<file path="src/rtl/s_seq_pkg.sv">
// Shared types for the RC4 key-search sequencer: state encoding, s_memory grant
// encoding and default widths.
package s_seq_pkg;

  localparam int KEY_W_DEF          = 24;
  localparam int ADDR_W_DEF         = 8;
  localparam int DATA_W_DEF         = 8;
  localparam int TIMEOUT_CYCLES_DEF = 4096;

  typedef enum logic [2:0] {
    ST_IDLE,
    ST_INIT,
    ST_SHUFFLE,
    ST_PRGA,
    ST_NEXT_KEY,
    ST_FOUND,
    ST_EXHAUSTED,
    ST_TIMEOUT
  } seq_state_t;

  // Which requester owns s_memory; also meant for status/LED decoding.
  typedef enum logic [1:0] {
    GRANT_NONE,
    GRANT_INIT,
    GRANT_SHUFFLE,
    GRANT_PRGA
  } grant_t;

  function automatic grant_t grant_of(input seq_state_t s);
    case (s)
      ST_INIT:    return GRANT_INIT;
      ST_SHUFFLE: return GRANT_SHUFFLE;
      ST_PRGA:    return GRANT_PRGA;
      default:    return GRANT_NONE;
    endcase
  endfunction

  function automatic logic is_phase(input seq_state_t s);
    return (s == ST_INIT) || (s == ST_SHUFFLE) || (s == ST_PRGA);
  endfunction

endpackage

</file>
<file path="src/rtl/phase_watchdog.sv">
// Per-phase cycle counter: cleared on phase entry, counts while enabled, and
// flags expiry on the last allowed cycle.
module phase_watchdog #(
  parameter int TIMEOUT_CYCLES = 4096
) (
  input  logic clk,
  input  logic rst_n,
  input  logic clear,
  input  logic enable,
  output logic expire
);

  localparam int CNT_W = (TIMEOUT_CYCLES > 2) ? $clog2(TIMEOUT_CYCLES) : 1;
  localparam logic [CNT_W-1:0] LAST = CNT_W'(TIMEOUT_CYCLES - 1);

  logic [CNT_W-1:0] count;

  // NOTE: sequential state uses non-blocking assignments so every register
  // samples pre-edge values regardless of block evaluation order.
  always_ff @(posedge clk or negedge rst_n) begin
    if (!rst_n) begin
      count <= '0;
    end else if (clear) begin
      count <= '0;
    end else if (enable && (count != LAST)) begin
      count <= count + 1'b1;
    end
  end

  // Independent of clear, so the sequencer's next-state logic has no loop.
  assign expire = enable && (count == LAST);

endmodule

</file>
<file path="src/rtl/s_mem_sequencer.sv">
// Top-level RC4 key-search scheduler: sequences init/shuffle/PRGA sub-FSMs,
// grants the single-port s_memory to the active phase and steps the key.
module s_mem_sequencer
  import s_seq_pkg::*;
#(
  parameter int KEY_W          = KEY_W_DEF,
  parameter int ADDR_W         = ADDR_W_DEF,
  parameter int DATA_W         = DATA_W_DEF,
  parameter int TIMEOUT_CYCLES = TIMEOUT_CYCLES_DEF
) (
  input  logic              clk,
  input  logic              reset,
  input  logic              start,
  output logic              start_init,
  output logic              start_shuffle,
  output logic              start_prga,
  input  logic              finish_init,
  input  logic              finish_shuffle,
  input  logic              finish_prga,
  input  logic              prga_valid,
  input  logic              wren_init,
  input  logic              wren_shuffle,
  input  logic              wren_prga,
  input  logic [ADDR_W-1:0] addr_init,
  input  logic [ADDR_W-1:0] addr_shuffle,
  input  logic [ADDR_W-1:0] addr_prga,
  input  logic [DATA_W-1:0] data_init,
  input  logic [DATA_W-1:0] data_shuffle,
  input  logic [DATA_W-1:0] data_prga,
  output logic              s_wren,
  output logic [ADDR_W-1:0] s_addr,
  output logic [DATA_W-1:0] s_data,
  output logic [KEY_W-1:0]  key,
  output logic              busy,
  output logic              done,
  output logic              found
);

  seq_state_t state, state_next;
  logic       launch;
  logic       phase_entry;
  logic       expire;
  logic       key_clr;
  logic       key_inc;
  grant_t     grant;

  assign phase_entry = is_phase(state_next) && (state_next != state);

  always_ff @(posedge clk or negedge reset) begin
    if (!reset) begin
      state  <= ST_IDLE;
      launch <= 1'b0;
      key    <= '0;
    end else begin
      state  <= state_next;
      launch <= phase_entry;
      if (key_clr) begin
        key <= '0;
      end else if (key_inc) begin
        key <= key + 1'b1;
      end
    end
  end

  phase_watchdog #(
    .TIMEOUT_CYCLES(TIMEOUT_CYCLES)
  ) u_watchdog (
    .clk   (clk),
    .rst_n (reset),
    .clear (phase_entry),
    .enable(is_phase(state)),
    .expire(expire)
  );

  // NOTE: every variable written here gets a default first, so no path can
  // leave one unassigned and infer a latch.
  always_comb begin
    state_next = state;
    key_clr    = 1'b0;
    key_inc    = 1'b0;
    case (state)
      ST_IDLE, ST_FOUND, ST_EXHAUSTED, ST_TIMEOUT: begin
        if (start) begin
          state_next = ST_INIT;
          key_clr    = 1'b1;
        end
      end
      // A finish on the launch cycle is a leftover and is ignored; a real
      // finish beats a watchdog expiry in the same cycle.
      ST_INIT: begin
        if (finish_init && !launch)  state_next = ST_SHUFFLE;
        else if (expire)             state_next = ST_TIMEOUT;
      end
      ST_SHUFFLE: begin
        if (finish_shuffle && !launch) state_next = ST_PRGA;
        else if (expire)               state_next = ST_TIMEOUT;
      end
      ST_PRGA: begin
        if (finish_prga && !launch) begin
          if (prga_valid)  state_next = ST_FOUND;
          else if (&key)   state_next = ST_EXHAUSTED;
          else             state_next = ST_NEXT_KEY;
        end else if (expire) begin
          state_next = ST_TIMEOUT;
        end
      end
      ST_NEXT_KEY: begin
        key_inc    = 1'b1;
        state_next = ST_INIT;
      end
      default: state_next = ST_IDLE;
    endcase
  end

  assign start_init    = launch && (state == ST_INIT);
  assign start_shuffle = launch && (state == ST_SHUFFLE);
  assign start_prga    = launch && (state == ST_PRGA);

  assign busy  = is_phase(state) || (state == ST_NEXT_KEY);
  assign done  = (state == ST_FOUND) || (state == ST_EXHAUSTED) || (state == ST_TIMEOUT);
  assign found = (state == ST_FOUND);

  // Pure mux off the state register: zero-latency grant, idle drives zeros.
  assign grant = grant_of(state);

  always_comb begin
    s_wren = 1'b0;
    s_addr = '0;
    s_data = '0;
    case (grant)
      GRANT_INIT: begin
        s_wren = wren_init;
        s_addr = addr_init;
        s_data = data_init;
      end
      GRANT_SHUFFLE: begin
        s_wren = wren_shuffle;
        s_addr = addr_shuffle;
        s_data = data_shuffle;
      end
      GRANT_PRGA: begin
        s_wren = wren_prga;
        s_addr = addr_prga;
        s_data = data_prga;
      end
      default: ;
    endcase
  end

endmodule

</file>
<file path="config.mk">
export PLATFORM = sky130hd
export DESIGN_NAME = s_mem_sequencer
export DESIGN_NICKNAME = d
export VERILOG_FILES = /design/src/rtl/s_seq_pkg.sv /design/src/rtl/phase_watchdog.sv /design/src/rtl/s_mem_sequencer.sv
export SDC_FILE = /design/constraint.sdc
export NUM_CORES = 1
export LEC_CHECK = 0
export CAP_MARGIN = 20
export CORE_ASPECT_RATIO = 1.25
export CORE_MARGIN = 8
export CORE_UTILIZATION = 35
export CTS_BUF_LIST = sky130_fd_sc_hd__clkbuf_4
export DETAILED_ROUTE_END_ITERATION = 7
export PLACE_DENSITY = 0.74
export SYNTH_ARGS = -nofsm -noshare
export SYNTH_HDL_FRONTEND = slang
export SYNTH_SLANG_ARGS = --single-unit
</file>
<file path="constraint.sdc">
create_clock -name clk -period 3.6 [get_ports clk]
set_input_delay 0.54 -clock clk [delete_from_list [all_inputs] [get_ports clk]]
set_output_delay 0.54 -clock clk [all_outputs]
set_load 0.02 [all_outputs]
</file>
==> results of run 1 <==
## Yosys cell counts (3+ instances only)
master / n / area (um^2)
o21a_1: 3 / 22.5
and3_1: 6 / 37.5
o31ai_1: 4 / 30.0
nand2_1: 25 / 93.8
mux2i_1: 8 / 80.1
a22oi_1: 18 / 135
o21ai_0: 14 / 70.1
dfrtp_1: 40 / 1000
o211ai_1: 3 / 22.5
nor2_2: 10 / 62.6
buf_2: 4 / 20.0
o41ai_1: 3 / 26.3
a21oi_1: 7 / 35.0
mux2_2: 17 / 191
nand3_1: 14 / 70.1
clkbuf_1: 10 / 37.5
and3b_1: 3 / 26.3
nand2b_1: 7 / 43.8
nor2b_1: 8 / 50.1
nand4_1: 15 / 93.8
xor2_1: 7 / 61.3
xnor2_1: 3 / 26.3
nor2_1: 29 / 109
and2_1: 8 / 50.1
o21ai_1: 5 / 25.0
## metrics by stage
step | instance area, um^2 | cells | total power, uW | setup WS, ns
final | 3900 | 501 | 2140 | 0.761
after global routing | 3900 | 501 | 2300 | 0.601
after CTS | 3900 | 501 | 2170 | 0.718
after detailed placement | 3840 | 493 | 1930 | 1.04
after global placement | 3840 | 493 | 1910 | 1.07
after floorplan | 2740 | 307 | 1420 | 1.36
## logic make-up (layout without fill, tap and decap cells)
kind of cell / Yosys count / after routing / synth area share
XOR/XNOR: 10 / 10 / 0.0319
AO/OA/AOI/OAI: 67 / 67 / 0.170
flip-flops: 40 / 40 / 0.365
buffers and inverters: 21 / 120 / 0.0388
multiplexers: 25 / 25 / 0.0990
adder cells (fa/ha/maj): 2 / 2 / 0.00912
AND/OR/NAND/NOR: 142 / 142 / 0.287
## registers in the layout, indices dropped and copies added (netlist names)
| name | flops |
|---|---|
| u_watchdog.count | 12 |
| key | 24 |
| launch | 1 |
| state | 3 |
## layer usage
metal / track usage / routed length (um) / part of all wire
met5: 0 / 0 / 0
met2: 0.263 / 4180 / 0.52
met4: 0.0418 / 99 / 0.012
met1: 0.171 / 3160 / 0.39
met3: 0.0536 / 633 / 0.078
## area by class of cell
cell class | count | area, um^2 | share of cell area
clock buffer | 5 | 37.5 | 0.00962
clock inverter | 3 | 18.8 | 0.00481
inverter | 2 | 7.51 | 0.00192
multi-input combinational | 246 | 1640 | 0.419
sequential | 40 | 1000 | 0.257
tap | 95 | 119 | 0.0305
timing repair buffer | 110 | 1080 | 0.277
## path summary, 6_finish.rpt
path | from | slack, ns | cells after the start | endpoint
max | state[1]$_DFF_PN0_ | 0.76 | 5 | s_data[5]
min | reset | 0.29 | 1 | key[6]$_DFFE_PN0P_
max reg2reg | state[2]$_DFF_PN0_ | 1.13 | 7 | u_watchdog.count[9]$_DFFE_PN0P_
min reg2reg | key[22]$_DFFE_PN0P_ | 0.53 | 1 | key[22]$_DFFE_PN0P_
max in group asynchronous | reset | 2.73 | 1 | u_watchdog.count[10]$_DFFE_PN0P_
min in group clk | key[22]$_DFFE_PN0P_ | 0.53 | 1 | key[22]$_DFFE_PN0P_
## critical path, delay by kind of cell, from the launching register on
kind                   cells  cell delay (ns)
buffers and inverters      2             0.92
AND/OR/NAND/NOR            2             0.52
flip-flops                 1             0.41
AO/OA/AOI/OAI              1             0.10
## power by group through the flow
stage | registers (uW) | clock network, uW | logic [uW]
floorplan | 588 | 0 | 834
global placement | 590 | 0 | 1320
detailed placement | 594 | 0 | 1330
CTS | 585 | 245 | 1340
global route | 598 | 262 | 1440
finish | 585 | 234 | 1320
==> results list, run 1 <==
- The flow ran to the end, and the final reports show no timing, DRC or antenna violations.
- HPWL reported at the end of detailed placement: slightly above 6 mm
* Gate Count Post-Synth: between 300 and 400
- For the worst-skew pair, the clock arrives at the later sink with an insertion delay of between 0.3 and 0.4 ns.
* IO buf count: between 100 and 150
- TritonCTS built the clock tree.
- Number of enable flip-flop cells after synthesis: 0
- Required arrival time at the worst endpoint: between 3 and 4 ns
* Filler Cells Inserted: 715
- Horizontal die dimension: 95.2 um
- Register clock-pin slew on the reported worst setup and hold paths: about 0.14 ns
* Combinational share of power: 0.617
- Ratio of cells with drive above 1 in the final layout: 0.135
* Setup repair after global routing missed its margin: false
* Clock root buffer master: clkbuf_4
- Io pins: 105
- Synthesized flop and latch total: 40
- Via/cell ratio: 5.37
- Fmax achieved: roughly 350 MHz
- Setup violations remaining at the end of the flow were counted as 0.
- Areal power density over the cells: ~550 nW/um^2
- In this run the mean area of a mapped cell was between 8 and 9 um^2.
* H-tree depth: 2
- Utilization after layout: 0.506
- Unique masters post-synth: a little over 50
- Clock power share: 0.109
- The first global-routing pass estimated ~13 mm of wire.
- Number of pins exceeding their max-slew limit in the final report: 0
- Tightest hold margin: slightly below 0.3 ns
- Entering global routing, the biggest net connects 41 pins.
* Number of gates given a new drive strength after cts: 0
- Clock tree synthesis inserted a total of 5 buffers.
* Area grow syn2layout: 42.2%
* Final hold viol count: 0
- In the synthesized netlist the async set-or-reset flop fraction comes to 1.00.
* Main synth FF type: dfrtp_1
- In this run the post-CTS setup repair buffer count came out at 0.
* Most frequent cells in the layout: clkdlybuf4s50_1, dfrtp_1, nor2_1
- The initial antenna violation count was 0.
- Gp weighted congestion: 0.787
- Between clock sinks in the finished design, the worst skew comes to about 0.021 ns.
- In this run the static leakage power is 0.00159 uW.
- In this run the tightest slew margin relative to its limit is 0.396.
- The initial utilization of the core area, before any placement, comes to 0.356.
- After layout, the minimum clock period comes to between 2 and 3 ns.
* Die boundary height: 115 um
* Maximum Capacitance Violations: 0
* Highest-delay cell along the critical path: clkdlybuf4s50_1
- The worst setup path is captured at an output pin.
* Die area: roughly 11,000 um^2
- The clock net in this run drives a total of 40 sinks.
- Hold crit path type: input pin to async pin
* Number of search-and-repair iterations in the first detailed-routing pass: 4
- The final layout contains routed wiring with a total length of 8.07 mm.
* Category of the critical setup timing path: register to output pin
- Site row count: 36
* Gr usage total: 0.152
* Detailed-route via count: ~2,700
* Netlist Area Pre-Place: ~2700 um^2
- Cell internal power was estimated by the tool at ~1200 uW.
- Sequential area share after synthesis: 0.365
* Transition time at the pin with the least slew margin: roughly 0.91 ns
- Total gr overflow: 0
* Total core area: a little under 8000 um^2
* Worst supply voltage drop on vdd: 0.344 mV
- Remaining antenna violation count: 0
- The number of antenna diodes in the final layout is 0.
- Post-Synthesis Net Count: between 300 and 400
- Sequential share of power: 0.274
- Sw frac: 0.445
* Residual DRC: 0
* Synthesis warning total: 0
* Net Switching: around 950 uW
- Traced cell by cell, the critical path runs through nor2b_1 -> buf_4 -> a22oi_1 -> nor2_1 -> clkdlybuf4s50_1.
- Dividing the detail-routed wire length by the instance count gives 16.1 um.
- Number of design-rule violations left by the first detailed-router iteration: roughly 130
- Along the worst path, the maximum fanout reaches 14.
* Critical Path Source Type: register
- CP Data Arrival Time: approximately 2.3 ns
- Setup TNS: 0 ns
* Hold_buf cts: 0
* Maximum count of clock buffers along a single path: 2
- Most frequent standard cell in the layout excluding fill and tap cells: clkdlybuf4s50_1
- For this run, the slowest stage of the critical path takes around 0.63 ns.
- In the final design database the tool counted ~470 nets.
- The number of global-route vias before repair is roughly 2,800.
* Final clock period utilization by the worst path: 0.789
Note: power is estimated with default switching activity, not from simulation.
==> run 2: changes to the inputs <==
==> constraint.sdc (replaced) <==
create_clock -name clk -period 2.7 [get_ports clk]
set_input_delay 0.405 -clock clk [delete_from_list [all_inputs] [get_ports clk]]
set_output_delay 0.405 -clock clk [all_outputs]
set_load 0.02 [all_outputs]
==> run 2 against run 1 <==
Net effect: die area unchanged; critical endpoint is now s_data[2]; highest routed layer unchanged; clock-buffer cell count unchanged; first-iteration DRC count up 79%.
==> results list, run 2 (same netlist as run 1, synthesis figures left out) <==
- Status: finished, final reports clean
- The worst register-to-register path ends at u_watchdog.count[11]$_DFFE_PN0P_.
* Largest register FFs: 24 (unchanged)
* Horizontal die dimension: 95.2 um (unchanged)
- The post-route antenna net violation count was 0 (unchanged).
- The via count of the routed design is 2,690 (+0.037%).
- Biggest fanout along the worst timing path: 27 (+13)
- The final-layout fill cell count was 712 (-0.42%).
- HPWL reported at the end of detailed placement: 6.25 mm (+1.8%)
* Total gr overflow: 0 (unchanged)
- The number of global-route vias before repair is 2,738 (-1.7%).
* Number of search-and-repair iterations in the first detailed-routing pass: 4 (unchanged)
- The net switching power of the design was 1310 uW (+37%).
- The hold buffer count at CTS came to 0 (unchanged).
- First-pass GRT wire length: 13.5 mm (+0.62%)
- The largest net degree at the start of global routing was 41 (unchanged).
- Total core area: 7700 um^2 (unchanged)
- Crit path time final: around 2.6 ns
- Final worst slack: 0.0940 ns (-0.667 ns)
- Following the worst setup path forward leads to its endpoint at s_data[2].
* Areal power density over the cells: 760 nW/um^2 (+39%)
- The placement row count is 36 (unchanged).
- Number of antenna diodes: 0 (unchanged)
- Most frequent standard cell in the layout excluding fill and tap cells: clkdlybuf4s50_1
* Hold crit path type: input pin to async pin
* Setup repair after global routing missed its margin: false
* Static Leak: 0.00161 uW (+1.5%)
* Worst supply voltage drop on vdd: 0.477 mV (+39%)
- Net count reported at finish: 468 (+0.65%)
- Number of design-rule violations left by the first detailed-router iteration: 235 (+79%)
- The routed wire length per instance came to 16.1 um (about the same).
- The count of final hold-check violations came to 0 (unchanged).
* Ratio of cells with drive above 1 in the final layout: 0.142 (+0.00634)
* Relative slew margins: 0.408 (+0.0124)
- The data required time at the worst endpoint came to 2.30 ns (-0.76 ns).
- Startpoint of the lowest-slack register-to-register path: u_watchdog.count[0]$_DFFE_PN0P_
- The number of clock buffers inserted by TritonCTS is 5 (unchanged).
- Gr usage total: 0.153 (+0.00131)
- Die area: 10,900 um^2 (unchanged)
* Register clock-pin slew on the reported worst setup and hold paths: 0.14 ns (about the same)
- Gp weighted congestion: 0.819 (+4.1%)
* Via/cell ratio: 5.34 (-0.56%)
* CP Data Arrival Time: 2.20 ns (-0.10 ns)
* Launching element of the worst setup path: state[0]$_DFF_PN0_
* Combinational share of power: 0.602 (-0.015)
- The critical path in this run is classified as register to output pin.
- The switching fraction of total power is 0.436 (-0.00963).
- Register bank with the most flops: key
- TritonCTS built the clock tree.
* Post-placement cell count: 496 (+0.61%)
* Worst Skew: 0.0143 ns (-0.00646 ns)
- The worst setup path is launched from a register.
- The path depth of the worst reg2reg path is 8 (+1).
- The clock insertion delay at the later pin of the skew report came to 0.36 ns (about the same).
* Total wirelength of the detailed-routed design: 8.13 mm (+0.68%)
* Internal power component: 1700 uW (+43%)
- The count of H-tree levels built during CTS is 2 (unchanged).
* Critical Path Sink Type: output pin
- The final non-filler cell total was 504 (+0.60%).
- Setup slack at placement: 0.366 ns (-0.677 ns)
* Antenna violations before repair: 0 (unchanged)
- The I/O pin total is 105 (unchanged).
- Starting Density: 0.356 (unchanged)
* Number of setup violations in the final report: 0 (unchanged)
* Clock power share: 0.141 (+0.032)
* Residual DRC: 0 (unchanged)
* Maximum count of clock buffers along a single path: 2 (unchanged)
* Transition time at the pin with the least slew margin: 0.888 ns (-0.0186 ns)
- Compared with the post-synthesis result, the final layout area differs by 44.2%.
- IO buf count: 104 (unchanged)
- Die boundary height: 115 um (unchanged)
* Reg2reg setup slack: 0.44 ns (-0.69 ns)
- Most frequent cells in the layout: clkdlybuf4s50_1, dfrtp_1, nor2_1
- Timing would allow up to ~380 MHz.
- The largest registers in the layout are key x24, u_watchdog.count x12, state x3.
- Number of clock sinks: 40 (unchanged)
* Clock root buffer master: clkbuf_4
* Sequential share of power: 0.257 (-0.017)
- The final total negative setup slack was 0 ns (unchanged).
- Final clock period utilization by the worst path: 0.965
- Number of pins exceeding their max-slew limit in the final report: 0 (unchanged)
- Maximum Capacitance Violations: 0 (unchanged)
## run 2: cell count changes in the layout (fill, tap and decap cells not counted), sizes merged
cell,delta
buf,+3
clkinv,-3
bufinv,+1
clkinvlp,+1
inv,+1
## run 2: power by group through the flow
stage	Sequential, uW	Combinational (uW)	Clock [uW]
final	772	1810	422
after global routing	785	1950	460
after CTS	770	1830	431
after detailed placement	782	1820	0
after global placement	775	1790	0
after floorplan	784	1110	0
## run 2: how the worst min path moves through the flow
stage                                   start                  end  slack, ns
after floorplan                         reset   key[0]$_DFFE_PN0P_       0.11
after global placement    key[22]$_DFFE_PN0P_  key[22]$_DFFE_PN0P_       0.49
after detailed placement  key[22]$_DFFE_PN0P_  key[22]$_DFFE_PN0P_       0.51
after CTS                               reset  key[13]$_DFFE_PN0P_       0.18
after global routing                    reset  key[13]$_DFFE_PN0P_       0.21
final                                   reset  key[13]$_DFFE_PN0P_       0.14
## run 2: critical path, stage by stage, from the launching register on
cell	delay, ns
dfrtp_1	0.43
buf_6	0.26
mux2_2	0.36
a22oi_1	0.19
nor2_1	0.07
clkdlybuf4s50_1	0.55
## run 2: timing repair
item,CTS,global route
setup endpoints to repair,0,6
gates resized for setup,0,1
buffers inserted,0,0
## run 2: area by class of cell
cell class	instances	area, um^2	share of cell area
Timing Repair Buffer	113	1110	0.280
Inverter	2	7.51	0.00190
Multi-Input combinational cell	246	1640	0.414
Sequential cell	40	1000	0.253
Clock buffer	5	37.5	0.00949
Clock inverter	3	46.3	0.0117
Tap cell	95	119	0.0301
## run 2: per-layer routing
metal	wire, um	GRT usage
met4	138	0.0459
met3	620	0.0464
met5	0	0
met1	3200	0.178
met2	4170	0.262
## run 2: through the flow
stage	hold WS, ns	utilization	power, uW	cell area, um^2
after floorplan	0.109	-	1900	2740
final	0.144	0.513	3000	3950
after detailed placement	0.508	0.502	2600	3870
after global placement	0.492	0.502	2560	3870
after global routing	0.211	0.513	3200	3950
after CTS	0.180	0.513	3030	3950
==> run 3: changes to the inputs <==
--- a/config.mk
+++ b/config.mk
@@ -12,6 +12,7 @@
 export CTS_BUF_LIST = sky130_fd_sc_hd__clkbuf_4
 export DETAILED_ROUTE_END_ITERATION = 7
 export PLACE_DENSITY = 0.74
+export RECOVER_POWER = 50
 export SYNTH_ARGS = -nofsm -noshare
 export SYNTH_HDL_FRONTEND = slang
 export SYNTH_SLANG_ARGS = --single-unit
==> run 3 against run 2 <==
Net effect: the flow now finishes with violations (capacitance limit, slew limit); sequential share of layout area is 0.064 points higher; fmax fell by 0.16%; die area did not move; largest power group unchanged; setup slack worse by 0.0043 ns; via count up 1.4%; final area is 0.25% lower.
==> results list, run 3 (same netlist as run 1, synthesis figures left out) <==
- Status: complete, but fails checks
- Violated checks: capacitance limit, slew limit
- Highest-delay cell along the critical path: clkdlybuf4s50_1
* Setup TNS: 0 ns (unchanged)
* Residual DRC: 0 (unchanged)
* Final worst slack: 0.0897 ns (-0.00429 ns)
* Relative slew margins: -0.418 (-0.826)
* Critical Path Sink Type: output pin
* Family with the most delay on the worst path: buffers and inverters
- The clock insertion delay at the later pin of the skew report came to 0.36 ns (about the same).
* Non-filler instance count after layout: 504 (unchanged)
* First-pass GRT wire length: 13.5 mm (unchanged)
* Crit path time final: 2.61 ns (+0.00429 ns)
- The worst setup path is launched from a register.
- HPWL reported at the end of detailed placement: 6.25 mm (unchanged)
- Worst supply voltage drop on vdd: 0.477 mV (about the same)
- The count of final hold-check violations was 0 (unchanged).
- Power Total: 2990 uW (-0.53%)
* Number of buffers and inverters on the critical path: 2 (unchanged)
- IO buf count: 104 (unchanged)
- Die area: 10,900 um^2 (unchanged)
- The largest net degree at the start of global routing is 41 (unchanged).
- The critical path is of the register to output pin type.
- The path class of the tightest hold or removal check is register to register.
- Remaining antenna violation count: 0 (unchanged)
* Io pins: 105 (unchanged)
- The final cycle utilization of the critical path was 0.967 (+0.00159).
- Total core area: 7700 um^2 (unchanged)
- The number of flip-flops under the largest register name came to 24 (unchanged).
- The number of nets in the final layout came to 468 (unchanged).
- The total setup buffers inserted after CTS is 0 (unchanged).
* Clock root buffer master: clkbuf_4
- CTS tree: built
- DR WL/cell: 16.1 um (about the same)
- Number of antenna diodes: 0 (unchanged)
- The total global-route track usage is 0.153 (unchanged).
- The initial antenna violation count is 0 (unchanged).
* Worst Skew: 0.0144 ns (+0.000137 ns)
- Ratio of cells with drive above 1 in the final layout: 0.132 (-0.00978)
- Required arrival time at the worst endpoint: 2.30 ns (about the same)
- Areal power density over the cells: 758 nW/um^2 (-0.27%)
- The maximum single-stage delay on the critical path is 0.55 ns (about the same).
* Setup slack at placement: 0.366 ns (unchanged)
- The minimum hold slack was 0.514 ns (+0.370 ns).
- The endpoint arrival time on the critical path is 2.21 ns (about the same).
- The worst-case clock buffer depth was 2 (unchanged).
- Register clock-pin slew on the reported worst setup and hold paths: 0.12 ns (-0.02 ns)
* Setup repair after global routing missed its margin: false
- The initial DRC count was 212 (-9.8%).
- Biggest fanout along the worst timing path: 27 (unchanged)
- The count of H-tree levels built during CTS is 2 (unchanged).
- The remaining global-route overflow is 0 (unchanged).
* Total wirelength of the detailed-routed design: 8.13 mm (about the same)
- Transition time at the pin with the least slew margin: 2.13 ns (+1.24 ns)
* Most frequent standard cell in the layout excluding fill and tap cells: clkdlybuf4s50_1
- Number of search-and-repair iterations in the first detailed-routing pass: 5 (+1)
- Filler Cells Inserted: 713 (+0.14%)
- Number of setup violations in the final report: 0 (unchanged)
- The leakage dissipation was 0.00167 uW (+3.4%).
- Hold_buf cts: 0 (unchanged)
- Gp weighted congestion: 0.819 (unchanged)
- Number of pins exceeding their max-slew limit in the final report: 41 (+41)
- Relative to the synthesized area, the layout overhead comes to 43.8%.
- The horizontal die dimension was 95.2 um (unchanged).
- Register bank with the most flops: key
- Number of global-route vias before repair: 2,738 (unchanged)
- Die boundary height: 115 um (unchanged)
- Via/cell ratio: 5.41 (+1.4%)
- Fmax achieved: 383 MHz (-0.16%)
* Starting Density: 0.356 (unchanged)
- The via count of the routed design is 2,729 (+1.4%).
- In the layout the commonest cells are clkdlybuf4s50_1, dfrtp_1, nor2_1.
- Cell-by-cell trace of the critical path: buf_6 -> mux2_2 -> a22oi_1 -> nor2_1 -> clkdlybuf4s50_1
- The number of clock buffers inserted by TritonCTS is 5 (unchanged).
* Number of gates given a new drive strength after cts: 0 (unchanged)
- Site row count: 36 (unchanged)
- Maximum Capacitance Violations: 1 (+1)
- Number of clock sinks: 40 (unchanged)
- Registers with the highest flip-flop counts: key x24, u_watchdog.count x12, state x3
* Post-placement cell count: 496 (unchanged)
-- run 3: changes by cell type in the layout (fill, tap and decap cells not counted), sizes merged --
cell / before / now
clkdlybuf4s50: 103 / 85
buf: 10 / 8
dlygate4sd3: 0 / 18
clkbuf: 5 / 7
-- run 3: cell type report --
cell class,count,area [um^2],area share
multi-input cells,246,1630,0.413
repair buffers,113,1100,0.280
flip-flops and latches,40,1000,0.254
well taps,95,119,0.0301
clock inverters,3,46.3,0.0117
clock buffers,5,37.5,0.00952
inverters,2,7.51,0.00190
-- run 3: report_power, final --
group / total, uW / internal [uW] / switching, uW / leakage, uW
sequential: 771 / 671 / 99.6 / 0.000547
clock: 421 / 198 / 223 / 0.0000418
combinational: 1800 / 813 / 983 / 0.00108
-- run 3: routing by layer --
| metal | GRT usage | up-vias | share of wire |
|---|---|---|---|
| li1 | - | 1328 | - |
| met1 | 0.178 | 1291 | 0.39 |
| met2 | 0.262 | 97 | 0.51 |
| met3 | 0.0464 | 13 | 0.081 |
| met4 | 0.0459 | 0 | 0.017 |
| met5 | 0 | - | 0 |
-- run 3: worst paths after layout --
path / cells after the start / slack, ns / start / endpoint
max in group asynchronous: 1 / 0.84 / reset / launch$_DFF_PN0_
min in group asynchronous: 1 / 0.64 / reset / key[13]$_DFFE_PN0P_
max reg2reg: 8 / 0.33 / state[0]$_DFF_PN0_ / u_watchdog.count[11]$_DFFE_PN0P_
min: 1 / 0.51 / key[22]$_DFFE_PN0P_ / key[22]$_DFFE_PN0P_
max: 5 / 0.09 / state[0]$_DFF_PN0_ / s_data[2]
min reg2reg: 1 / 0.51 / key[22]$_DFFE_PN0P_ / key[22]$_DFFE_PN0P_
-- run 3: per-stage QoR --
step,utilization,area (um^2)
global placement,0.502,3870
global route,0.512,3940
floorplan,-,2740
CTS,0.513,3950
finish,0.512,3940
detailed placement,0.502,3870
-- run 3: worst register-to-register path: stages, from the launching register on --
cell and delay (ns):
dfrtp_1 0.43, buf_6 0.26, or3b_1 0.42, a21oi_1 0.16, a22o_2 0.31, a2111oi_2 0.33
a211oi_2 0.08, buf_4 0.22, nor2_2 0.11
==> RTL edit, RTL diff (flow settings as in run 1) <==
Make the reset (`reset` and `rst_n`) synchronous in 2 clocked blocks.
--- a/src/rtl/phase_watchdog.sv
+++ b/src/rtl/phase_watchdog.sv
@@ -17,7 +17,7 @@
 
   // NOTE: sequential state uses non-blocking assignments so every register
   // samples pre-edge values regardless of block evaluation order.
-  always_ff @(posedge clk or negedge rst_n) begin
+  always_ff @(posedge clk) begin
     if (!rst_n) begin
       count <= '0;
     end else if (clear) begin
--- a/src/rtl/s_mem_sequencer.sv
+++ b/src/rtl/s_mem_sequencer.sv
@@ -46,7 +46,7 @@
 
   assign phase_entry = is_phase(state_next) && (state_next != state);
 
-  always_ff @(posedge clk or negedge reset) begin
+  always_ff @(posedge clk) begin
     if (!reset) begin
       state  <= ST_IDLE;
       launch <= 1'b0;
Check against the original RTL: differs if reset is asserted again (counterexample within 4 cycles, from zero or initial values and one cycle with reset low); with reset held inactive, the same outputs for 10 cycles.
==> RTL edit against run 1 <==
Clock skew fell by 0.0084 ns; worst setup slack got worse by 0.33 ns; wire length fell by 1.5%; critical path depth did not move; sequential cell count did not move; synthesized area fell by 4.3%; first-iteration DRC count rose by 54%; final area fell by 2.0%; worst hold slack improved by 0.23 ns; sequential share of layout area fell by 4.7 points.
Power is not compared: it rests on default switching activity, and its combinational part moved more than twofold at a synthesized area within 25%.
==> RTL edit: results (changes against run 1) <==
| Metric | Value |
|---|---|
| Outcome | completed |
| Post_cts resized | 0 (unchanged) |
| Worst-case vdd ir drop | 0.195 mV |
| Synth area leader | dfxtp_1 |
| Worst-margin pin slew | 0.844 ns (-0.0626 ns) |
| Longest Clk Path Bufs | 2 (unchanged) |
| Worst-Skew Late Latency | 0.36 ns (about the same) |
| CP arrival | 2.63 ns (+0.33 ns) |
| CTS Root Cell | clkbuf_4 |
| Cts bufs inserted | 5 (unchanged) |
| Fraction of layout cells with a size suffix above 1 | 0.132 (-0.00344) |
| Clock Skew | 0.0123 ns (-0.00841 ns) |
| CTS H-tree lvls | 2 (unchanged) |
| Worst path max stage delay | 0.67 ns (+0.04 ns) |
| First-pass GRT wire length | 13.1 mm (-2.1%) |
| 1st-pass router iterations | 4 (unchanged) |
| CP max stage cell | dfxtp_1 |
| Vias/cell | 5.29 (-1.4%) |
| Post-synth top cells | nor2_1, dfxtp_1 |
| Reg clk slew, reported paths | 0.12 ns (-0.02 ns) |
| Detailed Route WL | 7.95 mm (-1.5%) |
| Vias in the first global route | 2653 (-4.7%) |
| Synth warnings | 0 (unchanged) |
| Antenna violations before repair | 1 (+1) |
| Final Slew Violations | 0 (unchanged) |
| Setup Buffers After CTS | 0 (unchanged) |
| Largest net degree at the start of global routing | 27 (-34%) |
| CP top delay family | buffers and inverters |
| Leakage power | about 1.3 nW |
| Synth top area cells | dfxtp_1, mux2_2, nor2_1 |
| Biggest regs | key x24, u_watchdog.count x12, state x3 |
| Synthesized Nets | 370 (+0.82%) |
| Port Buffers | 104 (unchanged) |
| HPWL after DPL | 6.05 mm (-1.6%) |
| RD Place Congestion | 0.813 (+3.4%) |
| Crit path max fanout | 17 (+3) |
| Post-synthesis sequential area ratio | 0.305 (-0.0598) |
| Yosys cell types | 53 (+3.9%) |
| Number of nets in the layout | 468 (+0.65%) |
| Total GRT Usage | 0.150 (-0.00207) |
| Worst hold path type | reg -> reg |
| Drt first-iter violations | 202 (+54%) |
| Ys async rst share | 0 (-1.00) |
| P_sw | between 300 and 400 uW |
## RTL edit: power groups by stage
stage                     logic [mW]  clock network [mW]  registers, mW
final                          0.308               0.311          0.464
after global routing           0.334               0.336          0.466
after CTS                      0.310               0.320          0.464
after detailed placement       0.309                   0          0.474
after global placement         0.305                   0          0.474
after floorplan                0.177                   0          0.463
## RTL edit: final timing paths
kind,start,endpoint,slack [ns],depth (start not counted)
setup reg to reg,state[2]$_SDFF_PN0_,key[23]$_SDFFE_PP0P_,1.23,5
hold reg to reg,key[23]$_SDFFE_PP0P_,key[23]$_SDFFE_PP0P_,0.52,2
hold / removal,key[23]$_SDFFE_PP0P_,key[23]$_SDFFE_PP0P_,0.52,2
setup / recovery,state[0]$_SDFF_PN0_,s_data[6],0.43,5
## RTL edit: cells by family (layout without fill, tap and decap cells)
logic type                 after synthesis  in the layout  share of synthesized area
other                                    0              1                          0
adders and majority gates                2              2                    0.00954
and+or+nand+nor                        142            142                      0.294
muxes                                   19             19                     0.0811
DFF                                     40             40                      0.305
AOI/OAI and AO/OA                       54             54                      0.172
xor gates and xnor gates                30             30                      0.100
buffers and inverters                   23            122                     0.0386
## RTL edit: area by class of cell
class	instances	area [sq um]
repair buffers	109	1080
inverters	5	18.8
diodes	1	2.50
multi-input cells	247	1720
well taps	92	115
fillers	676	3490
flip-flops and latches	40	801
clock buffers	5	37.5
clock inverters	3	46.3
## RTL edit: tightest hold or removal path: stages (launching register included)
cell and delay (ns):
dfxtp_1 0.35, o21ai_0 0.07, a21oi_1 0.06
## RTL edit: routing by layer
layer	GRT usage	up-vias	routed length, microns
met1	0.189	1221	3620
met4	0.0560	0	125
met5	0	-	0
met2	0.239	123	3520
met3	0.0351	7	686
li1	-	1305	-
## RTL edit: per-stage QoR
stage / hold slack (ns) / instance area (sq um) / utilization / setup WS (ns) / std cells
3_5_place_dp: 0.496 / 3730 / 0.511 / 0.796 / 493
3_3_place_gp: 0.485 / 3730 / 0.511 / 0.855 / 493
5_1_grt: 0.531 / 3820 / 0.522 / 0.287 / 502
2_1_floorplan: 0.493 / 2620 / - / 1.52 / 310
6_report: 0.521 / 3820 / 0.522 / 0.427 / 502
4_1_cts: 0.519 / 3820 / 0.522 / 0.388 / 501
